[src/rtl/lvds_rx_decoder.sv]
// rtl/lvds_rx_decoder.sv - 7:1 LVDS receiver word alignment and video decode
module lvds_rx_decoder #(
    parameter logic [6:0] CLK_PATTERN  = 7'b1100011,
    parameter int         LOCK_COUNT   = 16,
    parameter int         UNLOCK_COUNT = 4,
    parameter int         SLIP_WAIT    = 3
) (
    input  logic        i_clk,
    input  logic        i_rst,
    input  logic [6:0]  i_clk_lane,
    input  logic [6:0]  i_lane0,
    input  logic [6:0]  i_lane1,
    input  logic [6:0]  i_lane2,
    input  logic [6:0]  i_lane3,
    output logic        o_bitslip,
    output logic        o_locked,
    output logic        o_de,
    output logic        o_hs,
    output logic        o_vs,
    output logic [23:0] o_color,
    output logic [11:0] o_x,
    output logic [11:0] o_y,
    output logic        o_frame_start,
    output logic [11:0] o_line_len
);
    localparam logic [1:0] ST_SEARCH    = 2'd0;
    localparam logic [1:0] ST_WAIT_SLIP = 2'd1;
    localparam logic [1:0] ST_CHECK     = 2'd2;
    localparam logic [1:0] ST_LOCKED    = 2'd3;

    localparam logic [15:0] LOCK_N   = 16'(LOCK_COUNT);
    localparam logic [15:0] UNLOCK_N = 16'(UNLOCK_COUNT);
    localparam logic [15:0] SLIP_N   = 16'(SLIP_WAIT);
    localparam logic [11:0] SAT      = 12'hFFF;

    logic [1:0]  state, state_next;
    // One counter serves the slip wait, the match run and the miss run.
    logic [15:0] cnt, cnt_next, cnt_inc;
    logic        slip_next, locked_next, match;
    logic        de_in, hs_in, vs_in, de_rise, de_fall, vs_rise, vs_seen;
    logic [23:0] color_in;
    logic        unused_lane3_bit;

    assign match            = (i_clk_lane == CLK_PATTERN);
    assign cnt_inc          = cnt + 16'd1;
    assign locked_next      = (state_next == ST_LOCKED);
    assign unused_lane3_bit = i_lane3[6];

    always_comb begin
        state_next = state;
        cnt_next   = cnt;
        slip_next  = 1'b0;
        case (state)
            ST_SEARCH: begin
                cnt_next = 16'd0;
                if (match) begin
                    if (LOCK_N <= 16'd1) begin
                        state_next = ST_LOCKED;
                    end else begin
                        state_next = ST_CHECK;
                        cnt_next   = 16'd1;
                    end
                end else begin
                    slip_next  = 1'b1;
                    state_next = (SLIP_N == 16'd0) ? ST_SEARCH : ST_WAIT_SLIP;
                end
            end
            ST_WAIT_SLIP: begin
                if (cnt_inc >= SLIP_N) begin
                    state_next = ST_SEARCH;
                    cnt_next   = 16'd0;
                end else begin
                    cnt_next = cnt_inc;
                end
            end
            ST_CHECK: begin
                if (!match) begin
                    state_next = ST_SEARCH;
                    cnt_next   = 16'd0;
                end else if (cnt_inc >= LOCK_N) begin
                    state_next = ST_LOCKED;
                    cnt_next   = 16'd0;
                end else begin
                    cnt_next = cnt_inc;
                end
            end
            default: begin
                if (match) begin
                    cnt_next = 16'd0;
                end else if (cnt_inc >= UNLOCK_N) begin
                    state_next = ST_SEARCH;
                    cnt_next   = 16'd0;
                end else begin
                    cnt_next = cnt_inc;
                end
            end
        endcase
    end

    assign de_in    = i_lane2[6];
    assign vs_in    = i_lane2[5];
    assign hs_in    = i_lane2[4];
    assign color_in = {i_lane3[1:0], i_lane0[5:0],
                       i_lane3[3:2], i_lane1[4:0], i_lane0[6],
                       i_lane3[5:4], i_lane2[3:0], i_lane1[6:5]};
    // Edges are taken against the registered (lock-gated) outputs.
    assign de_rise  = de_in & ~o_de;
    assign de_fall  = ~de_in & o_de;
    assign vs_rise  = vs_in & ~o_vs;

    always_ff @(posedge i_clk or posedge i_rst) begin
        if (i_rst) begin
            state         <= ST_SEARCH;
            cnt           <= 16'd0;
            o_bitslip     <= 1'b0;
            o_locked      <= 1'b0;
            o_de          <= 1'b0;
            o_hs          <= 1'b0;
            o_vs          <= 1'b0;
            o_color       <= 24'd0;
            o_x           <= 12'd0;
            o_y           <= 12'd0;
            o_frame_start <= 1'b0;
            o_line_len    <= 12'd0;
            vs_seen       <= 1'b0;
        end else begin
            state     <= state_next;
            cnt       <= cnt_next;
            o_bitslip <= slip_next;
            o_locked  <= locked_next;
            if (!locked_next) begin
                o_de          <= 1'b0;
                o_hs          <= 1'b0;
                o_vs          <= 1'b0;
                o_color       <= 24'd0;
                o_x           <= 12'd0;
                o_y           <= 12'd0;
                o_frame_start <= 1'b0;
                vs_seen       <= 1'b0;
            end else begin
                o_de          <= de_in;
                o_hs          <= hs_in;
                o_vs          <= vs_in;
                o_color       <= color_in;
                o_frame_start <= de_rise & (vs_seen | vs_rise);
                if (de_rise) begin
                    vs_seen <= 1'b0;
                end else if (vs_rise) begin
                    vs_seen <= 1'b1;
                end
                if (de_rise) begin
                    o_x <= 12'd0;
                end else if (de_in && o_x != SAT) begin
                    o_x <= o_x + 12'd1;
                end
                if (vs_rise) begin
                    o_y <= 12'd0;
                end else if (de_fall && o_y != SAT) begin
                    o_y <= o_y + 12'd1;
                end
                if (de_fall) begin
                    o_line_len <= (o_x == SAT) ? SAT : o_x + 12'd1;
                end
            end
        end
    end
endmodule

[config.mk]
export PLATFORM = sky130hd
export DESIGN_NAME = lvds_rx_decoder
export DESIGN_NICKNAME = d
export VERILOG_FILES = /design/src/rtl/lvds_rx_decoder.sv
export SDC_FILE = /design/constraint.sdc
export NUM_CORES = 1
export LEC_CHECK = 0
export BUFFER_PORTS_ARGS = -buffer_cell sky130_fd_sc_hd__buf_2
export CAP_MARGIN = 20
export CORE_MARGIN = 2
export CORE_UTILIZATION = 55
export CTS_BUF_LIST = sky130_fd_sc_hd__clkbuf_8 sky130_fd_sc_hd__clkbuf_16
export DETAILED_ROUTE_END_ITERATION = 8
export GPL_ROUTABILITY_DRIVEN = 0
export PLACE_DENSITY = 0.92
export SKIP_LAST_GASP = 1
export SLEW_MARGIN = 20
export SYNTH_ARGS = -nofsm -noshare
export SYNTH_HDL_FRONTEND = slang
export SYNTH_SLANG_ARGS = --single-unit
export TNS_END_PERCENT = 5
[constraint.sdc]
create_clock -name i_clk -period 5.4 [get_ports i_clk]
set_clock_uncertainty 0.1 [all_clocks]
set_input_delay 0.54 -clock i_clk [delete_from_list [all_inputs] [get_ports i_clk]]
set_output_delay 0.54 -clock i_clk [all_outputs]
set_load 0.02 [all_outputs]
* Yosys cells after proc, flatten, opt, wreduce, memory -nomap -nowiden *
Cells that the tools add are included.

storage, ports and cells
  bits in registers = 85
  bits of input ports = 37
  output and inout bits = 66
  logic and storage cells = 72

cells by class
  $add $sub $neg = 3
  magnitude comparators = 3
  equal/unequal tests = 10
  mux-type cells = 31
  bitwise gates (word level) = 8
  reduce and logical (&&, ||, !) cells = 4

operator list
  operator                                                number
  2-to-1 mux 12 bit                                       7
  2-to-1 mux 16 bit                                       5
  one-hot mux 16 bit (3 select lines)                     1
  adder 12 x 1 -> 12 bit (second input constant)          2
  2-to-1 mux 24 bit                                       1
  inequality test 12 bit (second input constant)          2
  adder 16 x 1 -> 16 bit (second input constant)          1
  >= comparator 16 x 2 -> 1 bit (second input constant)   1
  >= comparator 16 x 3 -> 1 bit (second input constant)   1
  >= comparator 16 x 5 -> 1 bit (second input constant)   1
  equality test 12 bit (second input constant)            1
  2-to-1 mux 2 bit                                        6
  2-to-1 mux 1 bit                                        10
  inequality test 3 x 1 -> 1 bit (second input constant)  3
  equality test 7 bit (second input constant)             1
  one-hot mux 2 bit (3 select lines)                      1
  bitwise AND 1 bit                                       4
  equality test 2 bit (second input constant)             2
  inverter 1 bit                                          3
  equality test 2 x 1 -> 1 bit (second input constant)    1
  logical AND 1 bit                                       2
  logical NOT 2 bit                                       1
  AND reduction 2 bit                                     1
  bitwise OR 1 bit                                        1

* Longest topological paths before layout *
Gate-level depths: netlist of the first run.

  word-level depth = 7
  depth in mapped cells = 11
  gate-level depth less buffers = 9

* Least setup slack after synthesis of the first run *
No wires, ideal clock.

  path kind = register to register
  from = reg cnt[1]
  to = reg o_line_len[2]
  setup time = 0.154 ns
  arrival time = 2.284 ns
  data required time = 5.146 ns
  setup slack = 2.862 ns
  stages on the path, launching flop included = 12
  path buffers = 2
  period minus slack after synthesis = 2.538 ns
  cells stage by stage = dfrtp_1 > ha_1 > nand3_2 > nor4_2 > nand3_1 > a211o_1 > o21ai_2 > o211ai_2 > inv_2 > buf_6 > buf_6 > a41oi_2

between the ends
  word-level cells in the longest chain between the ends = 7
  elaborated cells on any way between the ends = 12
  classes of those cells = add/sub: 1; order compare: 3; eq/ne: 1; mux: 6; reduce/logical: 1

RTL lines
  what                                                                            RTL line  text
  from (decl)                                                                     38        logic [15:0] cnt, cnt_next, cnt_inc;
  from (signal assigned)                                                          128       cnt <= cnt_next;
  adder 16 x 1 -> 16 bit (*)                                                      45        assign cnt_inc = cnt + 16'd1;
  >= comparator 16 x 3 -> 1 bit or >= comparator 16 x 5 -> 1 bit (tied branches)  90, 80
  2-to-1 mux 2 bit (on tied branches)                                             90, 80
  2-to-1 mux 2 bit (on tied branches)                                             88, 77
  one-hot mux 2 bit (3 select lines) (*)                                          53        case (state)
  equality test 2 bit (*)                                                         46        assign locked_next = (state_next == ST_LOCKED);
  via locked_next                                                                 39        logic slip_next, locked_next, match;
  AND reduction 2 bit (no source line) (*)                                        n/a
  to (signal assigned)                                                            162       o_line_len <= (o_x == SAT) ? SAT : o_x + 12'd1;
  to (decl)                                                                       24        output logic [11:0] o_line_len

The timed path passes the listed nets; every way through them passes the cells marked *.
A chain may end at the register's enable or synchronous reset.

* Worst setup path after layout of the first run *
  from = reg cnt[0]
  to = reg o_line_len[11]

between the ends
  word-level cells in the longest chain between the ends = 7
  elaborated cells on any way between the ends = 12
  classes of those cells = add/sub: 1; order compare: 3; eq/ne: 1; mux: 6; reduce/logical: 1

RTL lines
  what                                                                            RTL line
  adder 16 x 1 -> 16 bit (*)                                                      45
  >= comparator 16 x 3 -> 1 bit or >= comparator 16 x 5 -> 1 bit (tied branches)  90, 80
  2-to-1 mux 2 bit (on tied branches)                                             90, 80
  2-to-1 mux 2 bit (on tied branches)                                             88, 77
  one-hot mux 2 bit (3 select lines) (*)                                          53
  equality test 2 bit (*)                                                         46
  AND reduction 2 bit (no source line) (*)                                        n/a

Mark *: on every way between the ends. The rest lies on a longest branch, timed or not.

==> results of run 1 <==
==> synth_stat cells, types with 2 or more instances <==
cell type  instances  area share [%]
nand2_1           30             2.8
a41oi_2            8             3.2
a211oi_2           3            0.94
and3_1             4            0.62
nor4_2             2            0.62
nor3_1            17             2.1
buf_2              6            0.75
clkbuf_1           9            0.84
a21oi_1           22             2.7
and2_1            27             4.2
nand3_1           18             2.2
inv_1              8            0.75
a31oi_1            2            0.31
ha_1               4             1.2
mux2i_1            2            0.50
a41oi_1            3            0.66
o21ai_0           15             1.9
nor2_1            23             2.2
nor4_1             3            0.47
nand2b_1           2            0.31
nor3_2             6             1.5
or3_1              4            0.62
dfrtp_1           85              53
xnor2_1           13             2.8
buf_6              5             1.4
xor2_1            13             2.8
a22oi_1            3            0.56
nand3b_1           2            0.37
nand4_1            5            0.78
or2_2              2            0.31
nor2b_1            2            0.31
==> worst max-delay path by stage <==
stage	to	slack, ps	cells after the start	from
2_1_floorplan	cnt[0]	2570	1	i_rst
3_3_place_gp	o_line_len[0]	1860	10	cnt[0]
3_5_place_dp	o_line_len[11]	1710	10	cnt[0]
4_1_cts	o_line_len[11]	1700	10	cnt[0]
5_1_grt	o_line_len[11]	1390	10	cnt[0]
6_report	o_line_len[11]	1690	10	cnt[0]
==> routing by layer <==
layer	wire, um	vias up	GRT usage, %
met4	159	0	7.46
li1	-	1515	-
met2	4470	128	37.6
met1	3440	1514	29.0
met3	558	11	6.19
met5	0	-	0
==> power breakdown <==
group | switching, mW | total, mW | leakage [nW] | internal, mW
clock | 0.232 | 0.463 | 0.104 | 0.230
combinational | 0.0310 | 0.0497 | 1.03 | 0.0187
sequential | 0.00820 | 0.651 | 1.16 | 0.643
total | 0.271 | 1.16 | 2.29 | 0.892
==> kinds of logic after synthesis <==
logic type,Yosys count
flip-flops,85
buffers and inverters,29
XOR/XNOR,26
AND/OR/NAND/NOR,152
multiplexers,4
other,1
AO/OA/AOI/OAI,73
adder cells (fa/ha/maj),4
==> worst register-to-register path, cell delays in order, from the launching register on <==
cell and delay (ps):
dfrtp_1 510, ha_1 310, nand3_2 170, nor4_2 310, nand3_1 160, a211o_1 370, o21ai_2 490, o211ai_2 160
buf_4 280, inv_2 490, a41oi_1 220
==> registers in the layout, indices dropped and copies added (netlist names) <==
name           flops
cnt               16
o_bitslip          1
o_color           24
o_de               1
o_frame_start      1
o_hs               1
o_line_len        12
o_locked           1
o_vs               1
o_x               12
o_y               12
state              2
vs_seen            1
==> metrics by stage <==
stage               instance area, um2  utilization (%)  setup slack, ps
CTS                               4790             66.8             1700
global route                      4800             66.8             1390
floorplan                         4050                -             2570
detailed placement                4590             63.9             1710
global placement                  4590             63.9             1860
finish                            4800             66.8             1690
==> cell type report <==
cell class,count,area share (%)
sequential,85,44.4
multi-input combinational,271,36.9
timing repair buffer,104,11.1
clock buffer,10,2.87
tap,99,2.58
clock inverter,6,1.43
inverter,9,0.730
==> results.py, run 1 <==
metrics = {
    "timing": {
        "hold_viol": 0,
        "drv_slew": 0,
        "min_period_ps": 3710,
        "setup_violations": 0,
        "tightest_slew_ps": 1110,
        "setup-tns-final_ps": 0,
        "clock.fmax_mhz": 269,
        "max_slew_margin_pct": 26.2,
        "fin_crit_sh_pct": 68.7,
        "rsz0062_at_grt": "false",
        "whs_ps": 286,
    },
    "layout": {
        "final_layout_size_suffix_gt1_share_pct": 30.9,
        "final_common_cell": "buf_2",
        "diodes": 0,
        "multi_input_area_um2": 1770,
        "final_cells": 584,
        "fill_cells": 552,
        "regArea_um2": 2130,
        "mostFrequentLayoutCells": "buf_2, dfrtp_1, nand2_1",
        "area_growth_pct": 19.6,
        "final_nets": 521,
    },
    "setup_path": {
        "cp-start-kind": "flip-flop",
        "path_class": "reg -> reg",
        "worstPathArrival_ps": 3800,
        "r2r_cells": 10,
        "r2r_end": "o_line_len[11]",
        "cpPeakStageDelay_ps": 510,
        "reg2reg_from": "cnt[0]",
        "required_ps": 5490,
        "crit_family": "compound AO/OA/AOI/OAI gates",
        "cp_slowest_cell": "dfrtp_1",
        "path_cells": "ha_1 > nand3_2 > nor4_2 > nand3_1 > a211o_1 > o21ai_2 > o211ai_2 > buf_4 > inv_2 > a41oi_1",
        "critPathMaxFanout": 38,
        "cp-end-kind": "flip-flop",
        "rrSetupSlack_ps": 1690,
        "crit_buf_inv": 2,
    },
    "floorplanning": {
        "fp.dieW_um": 89.4,
        "die-area_um2": 7990,
        "rows": 31,
        "core_area_um2": 7180,
        "io_pins": 103,
        "start_util_pct": 55.9,
        "die_h_um": 89.4,
    },
    "logic_synthesis": {
        "synth_mux_area_share_pct": 1.06,
        "synthFlopType": "dfrtp_1",
        "synth.avg_cell_area_um2": 10.7,
        "async_flop_share_pct": 100,
        "synth-edff-count": 0,
        "synth_seq_cells": 85,
        "synth_compound_area_share_pct": 14.3,
        "synth_top_family_by_area": "simple AND/OR/NAND/NOR gates",
        "syn-cell-area_um2": 4010,
        "ys_types": 57,
        "ys_seq_area_share_pct": 53.0,
        "synth_fa_ha_area_share_pct": 1.25,
        "syn_inst": 374,
        "synth_warnings": 0,
        "synth-simple-area-share_pct": 20.7,
        "yosys.area_share.xor_xnor_pct": 5.68,
    },
    "placed_design": {
        "placedCellCount": 568,
        "numPortBuffers": 101,
        "dp_hpwl_mm": 5.86,
    },
    "global_routing": {
        "grt_pass1_vias": 2915,
        "overflow": 0,
        "grt_first_pass_wirelength_mm": 13.9,
        "grt_max_degree": 86,
        "grt_antenna_before_repair": 0,
        "track_usage_pct": 22.7,
    },
    "drt": {
        "drtIter0Drc": 214,
        "ant_nets": 0,
        "wirelength_mm": 8.63,
        "vias_per_cell": 5.42,
        "routedWlPerCell_um": 14.8,
        "firstDrtPassIters": 5,
        "vias": 3168,
        "drcViolationCount": 0,
    },
    "cts": {
        "post-cts-setup-buffers": 0,
        "cts_tree": "built",
        "post_cts_resize_count": 0,
        "clk_pin_slew_ps": 90,
        "clockBufferDepth": 2,
        "cts.htree.levels": 3,
        "clock_sinks": 85,
        "clockRootBuffer": "clkbuf_8",
        "clock_latency_ps": 360,
        "cts_made_buffers": 9,
        "postCtsHoldBufs": 0,
    },
    "worst_hold_path": {
        "hold_path_class": "in -> async",
    },
    "power_and_ir_drop": {
        "vdd_drop_max_uv": 190,
        "p_total_mw": 1.16,
        "total_leakage_power_nw": 2.29,
        "powerDensity_nw_per_um2": 243,
    },
    "job": {
        "cap_violations": 0,
    },
    "outcome": {
        "outcome": "finished, final reports clean",
    },
}
No activity file was read; power rests on OpenSTA's default activity.
==> inputs of run 2 (changes only) <==
Settings changed: CORE_UTILIZATION 55 to 48, PLACE_DENSITY 0.92 to 0.86.
Clock period 5.4 ns to 3.1 ns, I/O delays scaled along.
==> results.py, run 2 (synthesis gave the netlist of run 1 again) <==
metrics = {
    "outcome": {
        "outcome": "finished, final reports clean",
    },
    "cts": {
        "postCtsHoldBufs": 0,
        "clock_latency_ps": 360,
        "cts_tree": "built",
        "clockBufferDepth": 2,
        "cts.htree.levels": 3,
        "clk_pin_slew_ps": 80,
        "post-cts-setup-buffers": 0,
        "clock_sinks": 85,
        "clockRootBuffer": "clkbuf_8",
        "cts_made_buffers": 9,
    },
    "drt": {
        "vias_per_cell": 5.37,
        "met2_length_mm": 4.30,
        "drcViolationCount": 0,
        "drtIter0Drc": 161,
        "vias": 3197,
        "wirelength_mm": 8.86,
        "ant_nets": 0,
        "routedWlPerCell_um": 14.9,
        "wl_met3_um": 591,
        "wl_met1_mm": 3.83,
        "firstDrtPassIters": 4,
        "routed.top_layer": "met4",
    },
    "setup_path": {
        "critPathMaxFanout": 28,
        "crit_buf_inv": 2,
        "worstPathArrival_ps": 2920,
        "crit_family": "compound AO/OA/AOI/OAI gates",
        "path_class": "reg -> reg",
        "required_ps": 3210,
        "path_cells": "ha_1 > nand3_2 > nor4_2 > nand3_1 > a211o_1 > o21ai_2 > o211ai_2 > inv_2 > buf_12 > a41oi_1",
        "cpPeakStageDelay_ps": 450,
        "cp-end-kind": "flip-flop",
        "cp-start-kind": "flip-flop",
        "cp_slowest_cell": "dfrtp_2",
    },
    "layout": {
        "reg.largest.list": "o_color: 24 flops, cnt: 16 flops",
        "top_register": "o_color",
        "final_layout_size_suffix_gt1_share_pct": 32.0,
        "final_common_cell": "buf_2",
        "final_nets": 526,
        "diodes": 0,
        "area_growth_pct": 21.6,
        "fill_cells": 702,
        "mostFrequentLayoutCells": "buf_2, dfrtp_1, nand2_1",
        "largest_reg_flops": 24,
    },
    "floorplanning": {
        "rows": 33,
        "core_area_um2": 8180,
        "die-area_um2": 9100,
        "die_h_um": 95.4,
        "start_util_pct": 49.1,
        "io_pins": 103,
        "fp.dieW_um": 95.4,
    },
    "global_routing": {
        "overflow": 0,
        "track_usage_pct": 20.9,
        "grt_antenna_before_repair": 0,
        "grt_max_degree": 56,
        "grt_pass1_vias": 3180,
        "grt_first_pass_wirelength_mm": 14.8,
    },
    "power_and_ir_drop": {
        "pwr-share-seq_pct": 55.7,
        "total_leakage_power_nw": 2.32,
        "vdd_drop_max_uv": 308,
        "powerDensity_nw_per_um2": 417,
        "pwr-share-comb_pct": 4.4,
        "switching_share_pct": 23.6,
        "p_switching_mw": 0.481,
        "power_frac_clock_pct": 39.9,
        "p_int_mw": 1.55,
    },
    "job": {
        "cap_violations": 0,
    },
    "timing": {
        "setup-tns-final_ps": 0,
        "fin_crit_sh_pct": 90.7,
        "min_period_ps": 2810,
        "setup_violations": 0,
        "hold_viol": 0,
        "drv_slew": 0,
        "rsz0062_at_grt": "false",
        "tightest_slew_ps": 933,
        "worst_slack_ps": 290,
        "clock.fmax_mhz": 356,
        "max_slew_margin_pct": 37.7,
    },
    "placed_design": {
        "numPortBuffers": 101,
        "place_ws_ps": 226,
        "dp_hpwl_mm": 6.21,
    },
    "worst_hold_path": {
        "hold_path_class": "in -> async",
    },
}
run 2: cell count changes in the layout (fill, tap and decap cells not counted), sizes merged:
cell | previous run | this run
inv | 11 | 10
clkinv | 2 | 3
buf | 104 | 109
run 2: power by group through the flow:
stage	registers [mW]	clock network, mW	logic, mW
2_1_floorplan	1.15	0	0.0530
3_3_place_gp	1.15	0	0.0867
3_5_place_dp	1.16	0	0.0910
4_1_cts	1.13	0.833	0.0913
5_1_grt	1.14	0.880	0.104
6_report	1.13	0.812	0.0900
run 2: final timing paths:
kind,from,endpoint,slack (ps),depth (start not counted)
worst max-delay path,cnt[1],o_line_len[11],290,10
worst min-delay path,i_rst,o_color[7],30,2
worst max register to register,cnt[1],o_line_len[11],290,10
worst min register to register,o_line_len[10],o_line_len[10],400,1
max in group asynchronous,i_rst,cnt[1],2200,3
min in group i_clk,i_lane2[2],o_color[4],60,2
run 2: repair_timing:
item	in CTS	in global routing
resized for setup	0	2
endpoints found under the setup margin	0	6
hold endpoints to repair	0	0
run 2: layout make-up:
cell class                      count  area [um2]  share of cell area (%)
Clock buffer                       10         138                    2.82
Clock inverter                      6        68.8                    1.41
Multi-Input combinational cell    271        1770                    36.3
Inverter                            9        35.0                   0.718
Timing Repair Buffer              109         603                    12.4
Sequential cell                    85        2130                    43.7
Tap cell                          105         131                    2.69
run 2: metrics by stage:
step	power, mW	cell area [um2]	hold slack, ps	utilization (%)	cells
global placement	1.24	4670	373	57.1	579
CTS	2.06	4870	39.9	59.6	595
global route	2.12	4880	42.4	59.7	595
floorplan	1.20	4050	339	-	385
detailed placement	1.25	4670	381	57.1	579
finish	2.04	4880	27.6	59.7	595
run 2: routing by layer:
| layer | track usage [%] | vias up |
|---|---|---|
| li1 | - | 1527 |
| met1 | 27.1 | 1535 |
| met2 | 34.6 | 125 |
| met3 | 4.43 | 10 |
| met4 | 7.86 | 0 |
| met5 | 0 | - |
==> inputs of run 3 (changes only) <==
--- a/config.mk
+++ b/config.mk
@@ -7,2 +7,3 @@
 export LEC_CHECK = 0
+export ABC_CLOCK_PERIOD_IN_PS = 3100
 export BUFFER_PORTS_ARGS = -buffer_cell sky130_fd_sc_hd__buf_2
==> constraint.sdc (replaced) <==
create_clock -name i_clk -period 3.1 [get_ports i_clk]
set_clock_uncertainty 0.1 [all_clocks]
set_input_delay 0.93 -clock i_clk [delete_from_list [all_inputs] [get_ports i_clk]]
set_output_delay 0.93 -clock i_clk [all_outputs]
set_load 0.02 [all_outputs]
==> results.py, run 3 (synthesis gave the netlist of run 1 again) <==
metrics = {
    "outcome": {
        "outcome": "finished, final reports clean",
    },
    "drt": {
        "firstDrtPassIters": 4,
        "vias": 3147,
        "ant_nets": 0,
        "wirelength_mm": 8.57,
        "routedWlPerCell_um": 14.4,
        "drcViolationCount": 0,
        "vias_per_cell": 5.28,
        "drtIter0Drc": 167,
    },
    "global_routing": {
        "use_met3_pct": 4.19,
        "use_met2_pct": 33.9,
        "track_usage_pct": 20.4,
        "grt_antenna_before_repair": 0,
        "grt_first_pass_wirelength_mm": 14.3,
        "grt_max_degree": 86,
        "grt_pass1_vias": 3095,
        "gr-usage-met1_pct": 26.0,
        "busiest_layer": "met2",
        "overflow": 0,
    },
    "floorplanning": {
        "start_util_pct": 49.1,
        "core_area_um2": 8180,
        "io_pins": 103,
        "fp.dieW_um": 95.4,
        "die_h_um": 95.4,
        "rows": 33,
        "die-area_um2": 9100,
    },
    "worst_hold_path": {
        "hold_path_class": "reg -> reg",
        "hp-start": "o_line_len[10]",
        "min_path_cells": 1,
    },
    "timing": {
        "clock.fmax_mhz": 357,
        "fin_crit_sh_pct": 90.5,
        "rsz0062_at_grt": "false",
        "setup_violations": 0,
        "drv_slew": 0,
        "min_period_ps": 2800,
        "setup-tns-final_ps": 0,
        "worst_slack_ps": 296,
        "hold_viol": 0,
        "max_slew_margin_pct": 54.3,
        "tightest_slew_ps": 679,
        "whs_ps": 395,
    },
    "placed_design": {
        "dp_hpwl_mm": 6.00,
        "place_ws_ps": 225,
        "numPortBuffers": 101,
        "dpl_cell_area_um2": 4670,
        "placedCellCount": 580,
    },
    "layout": {
        "top_register": "o_color",
        "final_layout_size_suffix_gt1_share_pct": 32.2,
        "fill_cells": 719,
        "reg.largest.list": "o_color: 24 flops, cnt: 16 flops",
        "design_area_um2": 4870,
        "final_common_cell": "buf_2",
        "fin_util_pct": 59.6,
        "mostFrequentLayoutCells": "buf_2, dfrtp_1, nand2_1",
        "multi_input_area_um2": 1770,
        "area_growth_pct": 21.5,
        "regArea_um2": 2130,
        "final_nets": 527,
        "final_cells": 596,
        "diodes": 0,
        "largest_reg_flops": 24,
    },
    "setup_path": {
        "cp-start-kind": "flip-flop",
        "path_class": "reg -> reg",
        "critPathMaxFanout": 28,
        "r2r_cells": 10,
        "worstPathArrival_ps": 2920,
        "cp-end-kind": "flip-flop",
        "required_ps": 3220,
        "reg2reg_from": "cnt[0]",
        "crit_path_start": "cnt[0]",
    },
    "cts": {
        "cts.htree.levels": 3,
        "clock_sinks": 85,
        "postCtsHoldBufs": 0,
        "clockRootBuffer": "clkbuf_8",
        "cts_made_buffers": 9,
        "clk_pin_slew_ps": 90,
        "clockBufferDepth": 2,
        "cts_tree": "built",
        "clock_latency_ps": 360,
    },
    "power_and_ir_drop": {
        "vdd_drop_max_uv": 254,
        "p_total_mw": 2.04,
        "powerDensity_nw_per_um2": 418,
        "total_leakage_power_nw": 2.32,
    },
    "job": {
        "cap_violations": 0,
    },
}
## run 3: cell types whose count changed in the layout (fill, tap and decap cells not counted), sizes merged
cell	delta
buf	+1
clkbuf	-1
inv	+1
## run 3: area by class of cell
| cell class | instances | area share (%) |
|---|---|---|
| multi-input combinational | 271 | 36.4 |
| tap | 105 | 2.70 |
| sequential | 85 | 43.7 |
| inverter | 9 | 0.770 |
| clock inverter | 7 | 1.67 |
| timing repair buffer | 110 | 12.3 |
| clock buffer | 9 | 2.54 |
## run 3: power breakdown
part	leakage, nW	internal (mW)	switching [mW]	total, mW
Combinational	1.06	0.0359	0.0541	0.0900
Sequential	1.16	1.12	0.0133	1.13
Clock	0.106	0.385	0.428	0.813
Total	2.32	1.54	0.495	2.04
## run 3: per-layer routing
metal | part of all wire, % | wire [um] | vias to the layer above
li1 | - | - | 1534
met1 | 43 | 3710 | 1498
met2 | 49 | 4160 | 103
met3 | 6.1 | 521 | 12
met4 | 2.0 | 170 | 0
met5 | 0 | 0 | -
## run 3: worst max-delay path, stage by stage (launching register included)
cell	delay [ps]
dfrtp_2	460
ha_1	270
nand3_2	160
nor4_2	310
nand3_1	160
a211o_1	380
o21ai_2	180
o211ai_2	140
inv_2	180
buf_12	200
a41oi_1	120
## run 3: worst paths after layout
kind                                        to  slack, ps
worst min-delay path            o_line_len[10]        390
max in group asynchronous               cnt[0]       1950
worst min register to register  o_line_len[10]        390
worst max register to register   o_line_len[0]        300
min in group asynchronous           o_color[4]        570
worst max-delay path             o_line_len[0]        300
## run 3: what timing repair did
action                                  in CTS  in global routing
setup buffers                                0                  0
endpoints found under the setup margin       0                  9
resized for setup                            0                  2
